===== src/rtl/key_event_if.sv =====
// Event handshake between key_event_queue (master, producer) and the game logic (slave).
interface key_event_if;
  logic       ev_valid;
  logic       ev_ready;
  logic [2:0] ev_code;

  modport master (output ev_valid, output ev_code, input ev_ready);
  modport slave  (input ev_valid, input ev_code, output ev_ready);
endinterface


===== src/rtl/key_event_queue.sv =====
// USB HID keycode to queued game events: sync + torn-word filter, press edges, FIFO.
// Frame-timed auto-repeat of direction keys is built only when KEY_AUTOREPEAT_EN is defined.
module key_event_queue #(
  parameter int DEPTH        = 4,
  parameter int REPEAT_DELAY = 12,
  parameter int REPEAT_RATE  = 6
) (
  input  logic        Clk,
  input  logic        Reset,
  input  logic [7:0]  keycode,
  input  logic        vs,
  key_event_if.master ev,
  output logic        overflow,
  output logic        held
);
  localparam int AW      = $clog2(DEPTH);
  localparam int CNT_MAX = (REPEAT_DELAY > REPEAT_RATE) ? REPEAT_DELAY : REPEAT_RATE;
  localparam int CW      = $clog2(CNT_MAX + 1);

  // {mapped, code}; direction codes are 0..3 so bit 2 clear marks a direction
  function automatic logic [3:0] f_map(input logic [7:0] k);
    case (k)
      8'h1A:   f_map = 4'b1_000;
      8'h04:   f_map = 4'b1_001;
      8'h16:   f_map = 4'b1_010;
      8'h07:   f_map = 4'b1_011;
      8'h2C:   f_map = 4'b1_100;
      8'h28:   f_map = 4'b1_101;
      default: f_map = 4'b0_000;
    endcase
  endfunction

  logic [7:0] r_key_s1, r_key_s2, r_key_s3, r_key_filt, r_key_last;

  always_ff @(posedge Clk or negedge Reset) begin
    if (!Reset) begin
      r_key_s1   <= '0;
      r_key_s2   <= '0;
      r_key_s3   <= '0;
      r_key_filt <= '0;
      r_key_last <= '0;
    end else begin
      r_key_s1   <= keycode;
      r_key_s2   <= r_key_s1;
      r_key_s3   <= r_key_s2;
      if (r_key_s2 == r_key_s3)
        r_key_filt <= r_key_s2;
      r_key_last <= r_key_filt;
    end
  end

  logic [3:0] w_map;
  logic       w_mapped, w_dir, w_change, w_press, w_rep;

  assign w_map    = f_map(r_key_filt);
  assign w_mapped = w_map[3];
  assign w_dir    = w_mapped && !w_map[2];
  assign w_change = (r_key_filt != r_key_last);
  assign w_press  = w_change && w_mapped;
  assign held     = w_dir;

`ifdef KEY_AUTOREPEAT_EN
  localparam logic [1:0] S_IDLE   = 2'd0;
  localparam logic [1:0] S_DELAY  = 2'd1;
  localparam logic [1:0] S_REPEAT = 2'd2;

  logic          r_vs_s1, r_vs_s2, r_vs_s3;
  logic [1:0]    r_state;
  logic [CW-1:0] r_cnt;
  logic          w_frame;

  assign w_frame = r_vs_s2 && !r_vs_s3;
  // A key change in the same cycle wins; the restarted FSM makes the repeat moot
  assign w_rep   = !w_change && (r_state != S_IDLE) && w_frame && (r_cnt == CW'(1));

  always_ff @(posedge Clk or negedge Reset) begin
    if (!Reset) begin
      r_vs_s1 <= 1'b1;
      r_vs_s2 <= 1'b1;
      r_vs_s3 <= 1'b1;
      r_state <= S_IDLE;
      r_cnt   <= '0;
    end else begin
      r_vs_s1 <= vs;
      r_vs_s2 <= r_vs_s1;
      r_vs_s3 <= r_vs_s2;
      if (w_change) begin
        r_state <= w_dir ? S_DELAY : S_IDLE;
        r_cnt   <= w_dir ? CW'(REPEAT_DELAY) : '0;
      end else if (r_state != S_IDLE && w_frame) begin
        if (r_cnt == CW'(1)) begin
          r_state <= S_REPEAT;
          r_cnt   <= CW'(REPEAT_RATE);
        end else begin
          r_cnt <= r_cnt - CW'(1);
        end
      end
    end
  end
`else
  logic [CW:0] w_unused_cfg;

  assign w_rep        = 1'b0;
  assign w_unused_cfg = {vs, {CW{1'b0}}};
`endif

  logic [2:0]    r_mem [DEPTH];
  logic [AW-1:0] r_wptr, r_rptr;
  logic [AW:0]   r_count;
  logic          r_overflow;
  logic          w_req, w_full, w_pop, w_push;

  assign w_req  = w_press || w_rep;
  assign w_full = (r_count == (AW+1)'(DEPTH));
  assign w_pop  = (r_count != '0) && ev.ev_ready;
  // A pop in the same cycle frees the slot, so a full FIFO can still accept
  assign w_push = w_req && (!w_full || w_pop);

  always_ff @(posedge Clk or negedge Reset) begin
    if (!Reset) begin
      for (int i = 0; i < DEPTH; i++)
        r_mem[i] <= '0;
      r_wptr     <= '0;
      r_rptr     <= '0;
      r_count    <= '0;
      r_overflow <= 1'b0;
    end else begin
      if (w_push) begin
        r_mem[r_wptr] <= w_map[2:0];
        r_wptr        <= r_wptr + AW'(1);
      end
      if (w_pop)
        r_rptr <= r_rptr + AW'(1);
      r_count <= r_count + (AW+1)'(w_push) - (AW+1)'(w_pop);
      if (w_req && w_full && !w_pop)
        r_overflow <= 1'b1;
    end
  end

  assign ev.ev_valid = (r_count != '0);
  assign ev.ev_code  = r_mem[r_rptr];
  assign overflow    = r_overflow;
endmodule

===== src/flat_wrapper.sv =====
// flat-port wrapper written by rule: the top's interface ports become plain ports
module key_event_queue_flat 
#(
  parameter int DEPTH        = 4,
  parameter int REPEAT_DELAY = 12,
  parameter int REPEAT_RATE  = 6
)
  (Clk, Reset, keycode, vs, overflow, held, ev_ev_valid, ev_ev_code, ev_ev_ready);
  key_event_if ev_i ();
  input  logic Clk;
  input  logic Reset;
  input  logic [7:0] keycode;
  input  logic vs;
  output logic overflow;
  output logic held;
  output wire logic [$bits(ev_i.ev_valid)-1:0] ev_ev_valid;
  output wire logic [$bits(ev_i.ev_code)-1:0] ev_ev_code;
  input wire logic [$bits(ev_i.ev_ready)-1:0] ev_ev_ready;
  assign ev_ev_valid = ev_i.ev_valid;
  assign ev_ev_code = ev_i.ev_code;
  assign ev_i.ev_ready = ev_ev_ready;
  key_event_queue #(.DEPTH(DEPTH), .REPEAT_DELAY(REPEAT_DELAY), .REPEAT_RATE(REPEAT_RATE)) u_core (.Clk(Clk), .Reset(Reset), .keycode(keycode), .vs(vs), .ev(ev_i), .overflow(overflow), .held(held));
endmodule

===== config.mk =====
export PLATFORM = sky130hd
export DESIGN_NAME = key_event_queue_flat
export DESIGN_NICKNAME = d
export VERILOG_FILES = /design/src/rtl/key_event_if.sv /design/src/rtl/key_event_queue.sv /design/src/flat_wrapper.sv
export SDC_FILE = /design/constraint.sdc
export NUM_CORES = 1
export LEC_CHECK = 0
export CORE_MARGIN = 1.5
export CORE_UTILIZATION = 50
export CTS_CLUSTER_DIAMETER = 80
export DETAILED_ROUTE_END_ITERATION = 16
export PLACE_DENSITY_LB_ADDON = 0.15
export SLEW_MARGIN = 0
export SYNTH_ARGS = -nofsm -noshare
export SYNTH_HDL_FRONTEND = slang
export SYNTH_SLANG_ARGS = --single-unit
export TNS_END_PERCENT = 1

===== constraint.sdc =====
create_clock -name Clk -period 2.6 [get_ports Clk]
set_clock_uncertainty 0.1 [all_clocks]
set_input_delay 0.39 -clock Clk [delete_from_list [all_inputs] [get_ports Clk]]
set_output_delay 0.39 -clock Clk [all_outputs]
set_load 0.05 [all_outputs]

# Word-level counts from Yosys, hierarchy flattened

Cells that the tools add are included.

Add/sub/neg operators: 4
$lt $le $gt $ge: 3
Eq/ne operators: 9
Multiplexer cells: 7
Bitwise gates (word level): 2
Reduce and logical (&&, ||, !) cells: 12

Operator list:

| cell                                                                 | number |
|---|---|
| 4-bit case mux with 6 select lines                                   | 1 |
| 8-bit by 3-bit == test with 1-bit output, second input constant      | 2 |
| 8-bit by 5-bit == test with 1-bit output, second input constant      | 2 |
| 8-bit by 6-bit == test with 1-bit output, second input constant      | 2 |
| 12-bit bitwise mux                                                   | 1 |
| 3-bit two-way mux                                                    | 3 |
| 8-bit == test                                                        | 1 |
| 8-bit inequality test                                                | 1 |
| 1-bit logical AND                                                    | 7 |
| 3-bit binary-select mux with 2-bit select                            | 1 |
| 3-bit demux with 2-bit select                                        | 1 |
| 3-bit greater-or-equal comparator, second input constant             | 2 |
| 2-bit inverter with 3-bit output                                     | 2 |
| 2-bit by 1-bit adder with 2-bit output, second input constant        | 2 |
| 3-bit by 1-bit adder with 3-bit output                               | 1 |
| 3-bit == test, second input constant                                 | 1 |
| 1-bit logical NOT                                                    | 3 |
| 3-bit by 1-bit < comparator with 1-bit output, second input constant | 1 |
| 3-bit nonzero test                                                   | 1 |
| 3-bit by 1-bit subtractor with 3-bit output                          | 1 |
| 1-bit logical OR                                                     | 1 |

Bits in registers: 60
Input bits: 12
Logic and storage cells: 50

# Longest topological paths before layout

Gate-level depths: netlist of the first run.

Word-level depth: 6
Mapped depth: 9

# Least setup slack after synthesis of the first run

No wires, ideal clock.

Kind: register -> register
Start: register u_core.r_count[0]
End: register u_core.r_count[2]
Library setup time: 123 ps
Arrival: 2,350 ps
Setup slack: 28 ps
Stages on the path, launching flop included: 9
Period minus slack after synthesis: 2,572 ps
Cell sequence: dfrtp_1 or3_1 and2_1 ha_1 inv_1 ha_1 fa_1 xnor2_1 xnor2_1

Cells in the longest elaborated chain, start to end: 6

Ends and longest elaborated chain:

| what                                          | line                   | source |
|---|---|---|
| start, declared                               | key_event_queue.sv:109 | `logic [AW:0] r_count;` |
| start signal, assigned                        | key_event_queue.sv:134 | `r_count <= r_count + (AW+1)'(w_push) - (AW+1)'(w_pop);` |
| 3-bit nonzero test *                          | -                      |  |
| via ev_ev_valid                               | flat_wrapper.sv:16     | `output wire logic [$bits(ev_i.ev_valid)-1:0] ev_ev_valid;` |
| 1-bit logical AND *                           | key_event_queue.sv:115 | `assign w_pop = (r_count != '0) && ev.ev_ready;` |
| via u_core.w_pop                              | key_event_queue.sv:111 | `logic w_req, w_full, w_pop, w_push;` |
| 1-bit logical OR                              | key_event_queue.sv:117 | `assign w_push = w_req && (!w_full \|\| w_pop);` |
| 1-bit logical AND                             | key_event_queue.sv:117 |  |
| 3-bit by 1-bit adder with 3-bit output        | key_event_queue.sv:134 |  |
| 3-bit by 1-bit subtractor with 3-bit output * | key_event_queue.sv:134 |  |

Mark *: on every way through the listed nets, which the timed path passes. The rest lies on a longest branch.
A chain may end at the register's enable or synchronous reset.

# Worst setup path in the final report of the first run

Start: register u_core.r_key_filt[0]
End: register u_core.r_count[2]

Cells in the longest elaborated chain, start to end: 6

Ends and longest elaborated chain:

| what                                                             | line                   | source |
|---|---|---|
| start, declared                                                  | key_event_queue.sv:33  | `logic [7:0] r_key_s1, r_key_s2, r_key_s3, r_key_filt, r_key_last;` |
| start signal, assigned                                           | key_event_queue.sv:47  | `r_key_filt <= r_key_s2;` |
| 8-bit by 6-bit == test with 1-bit output (tied with other cells) | key_event_queue.sv:22  | `case (k)` |
| 4-bit case mux with 6 select lines                               | key_event_queue.sv:22  |  |
| 1-bit logical AND *                                              | key_event_queue.sv:59  | `assign w_press = w_change && w_mapped;` |
| 1-bit logical AND *                                              | key_event_queue.sv:117 |  |
| via u_core.w_push                                                | key_event_queue.sv:111 |  |
| 3-bit by 1-bit adder with 3-bit output *                         | key_event_queue.sv:134 |  |
| 3-bit by 1-bit subtractor with 3-bit output *                    | key_event_queue.sv:134 |  |

Marks and branches as above.

==> flow_summary.json, run 1 <==
{
  "top_layer": "met4",
  "row_count": 25,
  "power_leakage_nw": 1.40,
  "register_area_um2": 1500,
  "cts-root-buf": "clkbuf_8",
  "port_buffers": 16,
  "fillers": 371,
  "antenna_found_initial": 0,
  "status": "finished clean",
  "arrival_ns": 2.63,
  "cts_buffers": 9,
  "clkSinkCount": 60,
  "cp-start-kind": "flip-flop",
  "ys_ff_latch": 60,
  "synth_edf_count": 0,
  "maxCapViolCount": 0,
  "cts.htree.levels": 3,
  "irDropWorstVdd_uv": 547,
  "slowest_stage": "dfrtp_1",
  "synth_common_cells": "60 x dfrtp_1, 19 x mux2_1, 13 x xnor2_1, 10 x xor2_1",
  "slowest_delay_ns": 0.48,
  "cp_num_buf_inv": 0,
  "cts_tree": "built",
  "yosysMostFrequentCell": "dfrtp_1",
  "syn_avg_cell_area_um2": 15.1,
  "finalHoldViolations": 0,
  "cts_hold_buf": 0,
  "critical-path-top-delay-family": "adder cells",
  "synthTopCellsByArea": "dfrtp_1 63%, mux2_1 8.9%, xnor2_1 4.7%",
  "ys_async_sr_fraction_pct": 100,
  "syn_area_um2": 2400,
  "synth_top_area_share_pct": 62.6,
  "dieArea_um2": 5220,
  "overflow": 0,
  "yosysTopAreaCell": "dfrtp_1",
  "grt_pass1_wl_mm": 6.75,
  "drt-initial-drc-count": 95,
  "drtPass1Iterations": 4,
  "yosys_most_used_dff": "dfrtp_1",
  "worst_slew_pin_slew_ns": 0.720,
  "combPwrFrac_pct": 22.2,
  "maxSlewHeadroom_pct": 52.0,
  "hpwlAfterDp_mm": 2.80,
  "drc": 0,
  "crit_required_ns": 2.75,
  "core-area_um2": 4660,
  "finalSetupViolations": 0,
  "viasPerCell": 5.31,
  "fmax_mhz": 405,
  "die_y_um": 72.3,
  "timing.final.crit_period_ns": 2.47,
  "routedWlPerCell_um": 15.9,
  "synth_cell_types": 33,
  "path_clk_slew_ns": 0.06,
  "power_frac_seq_pct": 48.4,
  "drive_gt1_share_pct": 17.3,
  "pin_count": 18,
  "slew_viol_final": 0,
  "hp-class": "primary input to async pin",
  "antenna_left": 0,
  "crit_top_cell": "xnor2_1",
  "clock_path_buffers": 2,
  "die_w_um": 72.3,
  "met2WireLength_mm": 1.89,
  "p_switching_mw": 0.730,
  "intPower_mw": 1.71,
  "via_count": 1301,
  "met1Wirelength_mm": 1.78,
  "total_power_mw": 2.44,
  "endpoint_kind": "flip-flop",
  "final_util_pct": 60.4,
  "area_delta_synth_final_pct": 17.3,
  "yosysWarnings": 0,
  "post-cts-setup-buffer-count": 0,
  "p_clk_share_pct": 29.4,
  "grt_max_degree": 61,
  "grt_usage_pct": 18.2,
  "place.gp.congestion": 0.765,
  "path_max_fanout": 7,
  "postSynthNetCount": 178,
  "initial_utilization_pct": 51.5,
  "num_antenna_cells": 0,
  "post-route-period-util_pct": 95.0,
  "hold_slack_ns": 0.100,
  "wirelength_mm": 3.89,
  "path_cells": "xnor2_1 -> mux2i_1 -> o221ai_4 -> and3_2 -> ha_1 -> fa_1 -> xnor2_1 -> xnor2_1",
  "yosysSeqAreaShare_pct": 62.6,
  "nNetsFinal": 206,
  "insertion_delay_ns": 0.33,
  "synth_cells": 159,
  "rsz0062_at_grt": "false",
  "grt_pass1_vias": 1397,
  "multi_input_area_um2": 855,
  "powerDensity_nw_per_um2": 867,
  "met3_length_um": 136,
  "critPathKind": "flip-flop to flip-flop",
  "swShare_pct": 29.9
}
==> logic make-up (layout without fill, tap and decap cells) <==
logic type	count (synthesis)	in the layout	share of synthesized area, %
AND/OR/NAND/NOR	29	29	8.39
multiplexers	24	24	12.6
buffers and inverters	11	43	1.82
adder cells (fa/ha/maj)	7	7	3.96
AO/OA/AOI/OAI	5	5	2.24
XOR/XNOR	23	23	8.39
flip-flops	60	60	62.6
==> metal layers <==
layer | up-vias | track usage (%)
li1 | 609 | -
met1 | 661 | 23.3
met2 | 23 | 26.6
met3 | 8 | 7.50
met4 | 0 | 10.1
met5 | - | 0
==> stage by stage <==
step	cell area, µm²	setup TNS [ns]	worst slack, ns	instances
finish	2810	0	0.129	245
CTS	2810	0	0.00174	245
floorplan	2400	0	0.0278	159
detailed placement	2640	-0.0263	-0.0263	230
global route	2810	0	0.00240	245
global placement	2640	0	0.0290	230
==> timing repair <==
action,CTS,global route
endpoints found under the setup margin,1,3
cloned,0,0
resized for setup,1,3
==> layout make-up <==
type / instances / share of cell area, %
clock buffer: 13 / 5.65
tap: 54 / 2.40
multi-input combinational: 88 / 30.4
clock inverter: 2 / 0.356
timing repair buffer: 21 / 6.89
sequential: 60 / 53.4
inverter: 7 / 0.934
==> cells in the final DEF, fill, tap and decap left out, drive strengths merged, types with 4 or more instances in the layout <==
| cell type | n |
|---|---|
| xor2 | 10 |
| dfrtp | 60 |
| xnor2 | 13 |
| mux2 | 20 |
| nand2 | 5 |
| and4 | 4 |
| clkbuf | 13 |
| ha | 6 |
| inv | 6 |
| buf | 7 |
| clkdlybuf4s50 | 11 |
==> state kept, by name (all words and copies together), names as in the netlist <==
signal	flops
u_core.r_key_filt	8
u_core.r_key_s1	8
u_core.r_mem	12
u_core.r_count	3
u_core.overflow	1
u_core.r_key_s2	8
u_core.r_key_last	8
u_core.r_wptr	2
u_core.r_rptr	2
u_core.r_key_s3	8
==> final timing paths <==
kind | from | to | slack (ns) | cells past startpoint
setup reg to reg | u_core.r_key_filt[0] | u_core.r_count[2] | 0.13 | 8
max in group asynchronous | Reset | u_core.r_key_filt[1] | 1.80 | 2
min in group Clk | u_core.r_key_s1[1] | u_core.r_key_s2[1] | 0.24 | 0
hold / removal | Reset | u_core.r_key_last[7] | 0.10 | 2
hold reg to reg | u_core.r_key_s1[1] | u_core.r_key_s2[1] | 0.24 | 0
setup / recovery | u_core.r_key_filt[0] | u_core.r_count[2] | 0.13 | 8
==> power groups by stage <==
stage | Clock [mW] | Sequential [mW] | Combinational (mW)
final | 0.717 | 1.18 | 0.541
after global routing | 0.785 | 1.20 | 0.588
after CTS | 0.740 | 1.18 | 0.552
after detailed placement | 0 | 1.20 | 0.551
after global placement | 0 | 1.19 | 0.510
after floorplan | 0 | 1.16 | 0.396
(Power assumes the default switching activity.)
==> run 2, diff against run 1 <==
CTS_BUF_LIST = sky130_fd_sc_hd__clkbuf_8   (was unset)
==> flow_summary.json, run 2 (same netlist as run 1, synthesis figures left out) <==
{
  "initial_utilization_pct": 51.5,
  "slowest_stage": "dfrtp_1",
  "p_switching_mw": 0.732,
  "cts.htree.levels": 3,
  "critical-path-top-delay-family": "adder cells",
  "grt_pass1_wl_mm": 6.75,
  "antenna_left": 0,
  "top_register": "u_core.r_mem",
  "power_frac_seq_pct": 48.6,
  "clock_path_buffers": 2,
  "drive_gt1_share_pct": 17.3,
  "combPwrFrac_pct": 22.2,
  "maxCapViolCount": 0,
  "setup_ws_ns": 0.131,
  "post-route-period-util_pct": 95.0,
  "hp-class": "primary input to async pin",
  "worstReg2RegEnd": "u_core.r_count[2]",
  "rsz0062_at_grt": "false",
  "mostFrequentLayoutCells": "59 x dfrtp_1, 19 x mux2_1, 13 x xnor2_1",
  "grt_max_degree": 61,
  "stdcell_count": 245,
  "final_util_pct": 60.4,
  "p_clk_share_pct": 29.2,
  "path_clk_slew_ns": 0.06,
  "worst_slew_pin_slew_ns": 0.725,
  "wirelength_mm": 3.90,
  "cp-start-kind": "flip-flop",
  "hpwlAfterDp_mm": 2.80,
  "status": "finished clean",
  "arrival_ns": 2.62,
  "place.gp.congestion": 0.765,
  "hold_slack_ns": 0.0977,
  "worst-path-stages": 8,
  "rr_worst_depth": 8,
  "cts-root-buf": "clkbuf_8",
  "maxSlewHeadroom_pct": 51.7,
  "slowest_delay_ns": 0.48,
  "area_delta_synth_final_pct": 17.3,
  "path_cells": "xnor2_1 -> mux2i_1 -> o221ai_4 -> and3_2 -> ha_1 -> fa_1 -> xnor2_1 -> xnor2_1",
  "row_count": 25,
  "timing.final.crit_period_ns": 2.47,
  "num_antenna_cells": 0,
  "cts_tree": "built",
  "routedWlPerCell_um": 15.9,
  "nNetsFinal": 206,
  "power_leakage_nw": 1.41,
  "powerDensity_nw_per_um2": 865,
  "drt-initial-drc-count": 94,
  "post-cts-setup-buffer-count": 0,
  "largest_reg_flops": 12,
  "cts_buffers": 9,
  "final_common_cell": "dfrtp_1",
  "drc": 0,
  "endpoint_kind": "flip-flop",
  "rrSetupSlack_ns": 0.13,
  "dp_cells": 230,
  "overflow": 0,
  "crit_required_ns": 2.75,
  "swShare_pct": 30.1,
  "dieArea_um2": 5220,
  "slew_viol_final": 0,
  "intPower_mw": 1.70,
  "crit_top_cell": "xnor2_1",
  "grt_usage_pct": 18.2,
  "die_y_um": 72.3,
  "dp_slack_ns": -0.0263,
  "finalSetupViolations": 0,
  "via_count": 1302,
  "critPathKind": "flip-flop to flip-flop",
  "pin_count": 18,
  "clkSinkCount": 60,
  "irDropWorstVdd_uv": 547,
  "drtPass1Iterations": 4,
  "cp_num_buf_inv": 0,
  "path_max_fanout": 7,
  "finalHoldViolations": 0,
  "grt_pass1_vias": 1397,
  "core-area_um2": 4660,
  "die_w_um": 72.3,
  "viasPerCell": 5.31,
  "port_buffers": 16,
  "fillers": 371,
  "antenna_found_initial": 0,
  "reg2reg_from": "u_core.r_key_filt[0]",
  "insertion_delay_ns": 0.34,
  "fmax_mhz": 405
}
==> run 2: cell types whose count changed in the layout (fill, tap and decap cells not counted) <==
cell	before	now
inv_1	6	8
clkbuf_1	2	0
==> run 2: power by group through the flow <==
stage / Combinational [mW] / Sequential, mW / Clock (mW)
final: 0.541 / 1.18 / 0.710
after global routing: 0.588 / 1.20 / 0.777
after CTS: 0.552 / 1.18 / 0.733
after detailed placement: 0.551 / 1.20 / 0
after global placement: 0.510 / 1.19 / 0
after floorplan: 0.396 / 1.16 / 0
==> run 2: how the worst max path moves through the flow <==
stage	startpoint	end	slack (ns)
after floorplan	u_core.r_count[0]	u_core.r_count[2]	0.03
after global placement	ev_ev_ready	u_core.r_count[2]	0.03
after detailed placement	ev_ev_ready	u_core.r_count[2]	-0.03
after CTS	u_core.r_rptr[0]	ev_ev_code[1]	0.002
after global routing	u_core.r_key_filt[0]	u_core.r_count[2]	0.002
final	u_core.r_key_filt[0]	u_core.r_count[2]	0.13
==> run 2: what timing repair did <==
item	in CTS	in global routing
setup endpoints to repair	1	3
gates cloned	0	0
gates resized for setup	1	3
hold buffers	0	0
==> run 2: worst reg2reg max path, stage by stage (launching register included) <==
cell and delay, ns:
dfrtp_1 0.48, xnor2_1 0.19, mux2i_1 0.32, o221ai_4 0.17, and3_2 0.22, ha_1 0.21
fa_1 0.37, xnor2_1 0.18, xnor2_1 0.14
==> run 2: final cells by class <==
class / count / area (µm²) / share of cell area (%)
inverter: 7 / 26.3 / 0.934
tap: 54 / 67.6 / 2.40
clock inverter: 4 / 17.5 / 0.622
clock buffer: 11 / 151 / 5.38
sequential: 60 / 1500 / 53.4
timing repair buffer: 21 / 194 / 6.89
multi-input combinational: 88 / 855 / 30.4
==> run 2: per-stage QoR <==
step           instance area, µm²  power (mW)  TNS (ns)
5_1_grt                      2810        2.57         0
3_5_place_dp                 2640        1.75   -0.0263
6_report                     2810        2.43         0
4_1_cts                      2810        2.47         0
3_3_place_gp                 2640        1.70         0
2_1_floorplan                2400        1.55         0
==> run 2: per-layer routing <==
metal | global-route usage [%] | up-vias | share of wire [%] | wire [µm]
met4 | 10.1 | 0 | 1.5 | 58
met2 | 26.6 | 28 | 48 | 1880
met5 | 0 | - | 0 | 0
met1 | 23.3 | 660 | 47 | 1830
met3 | 7.50 | 6 | 3.5 | 137
li1 | - | 608 | - | -
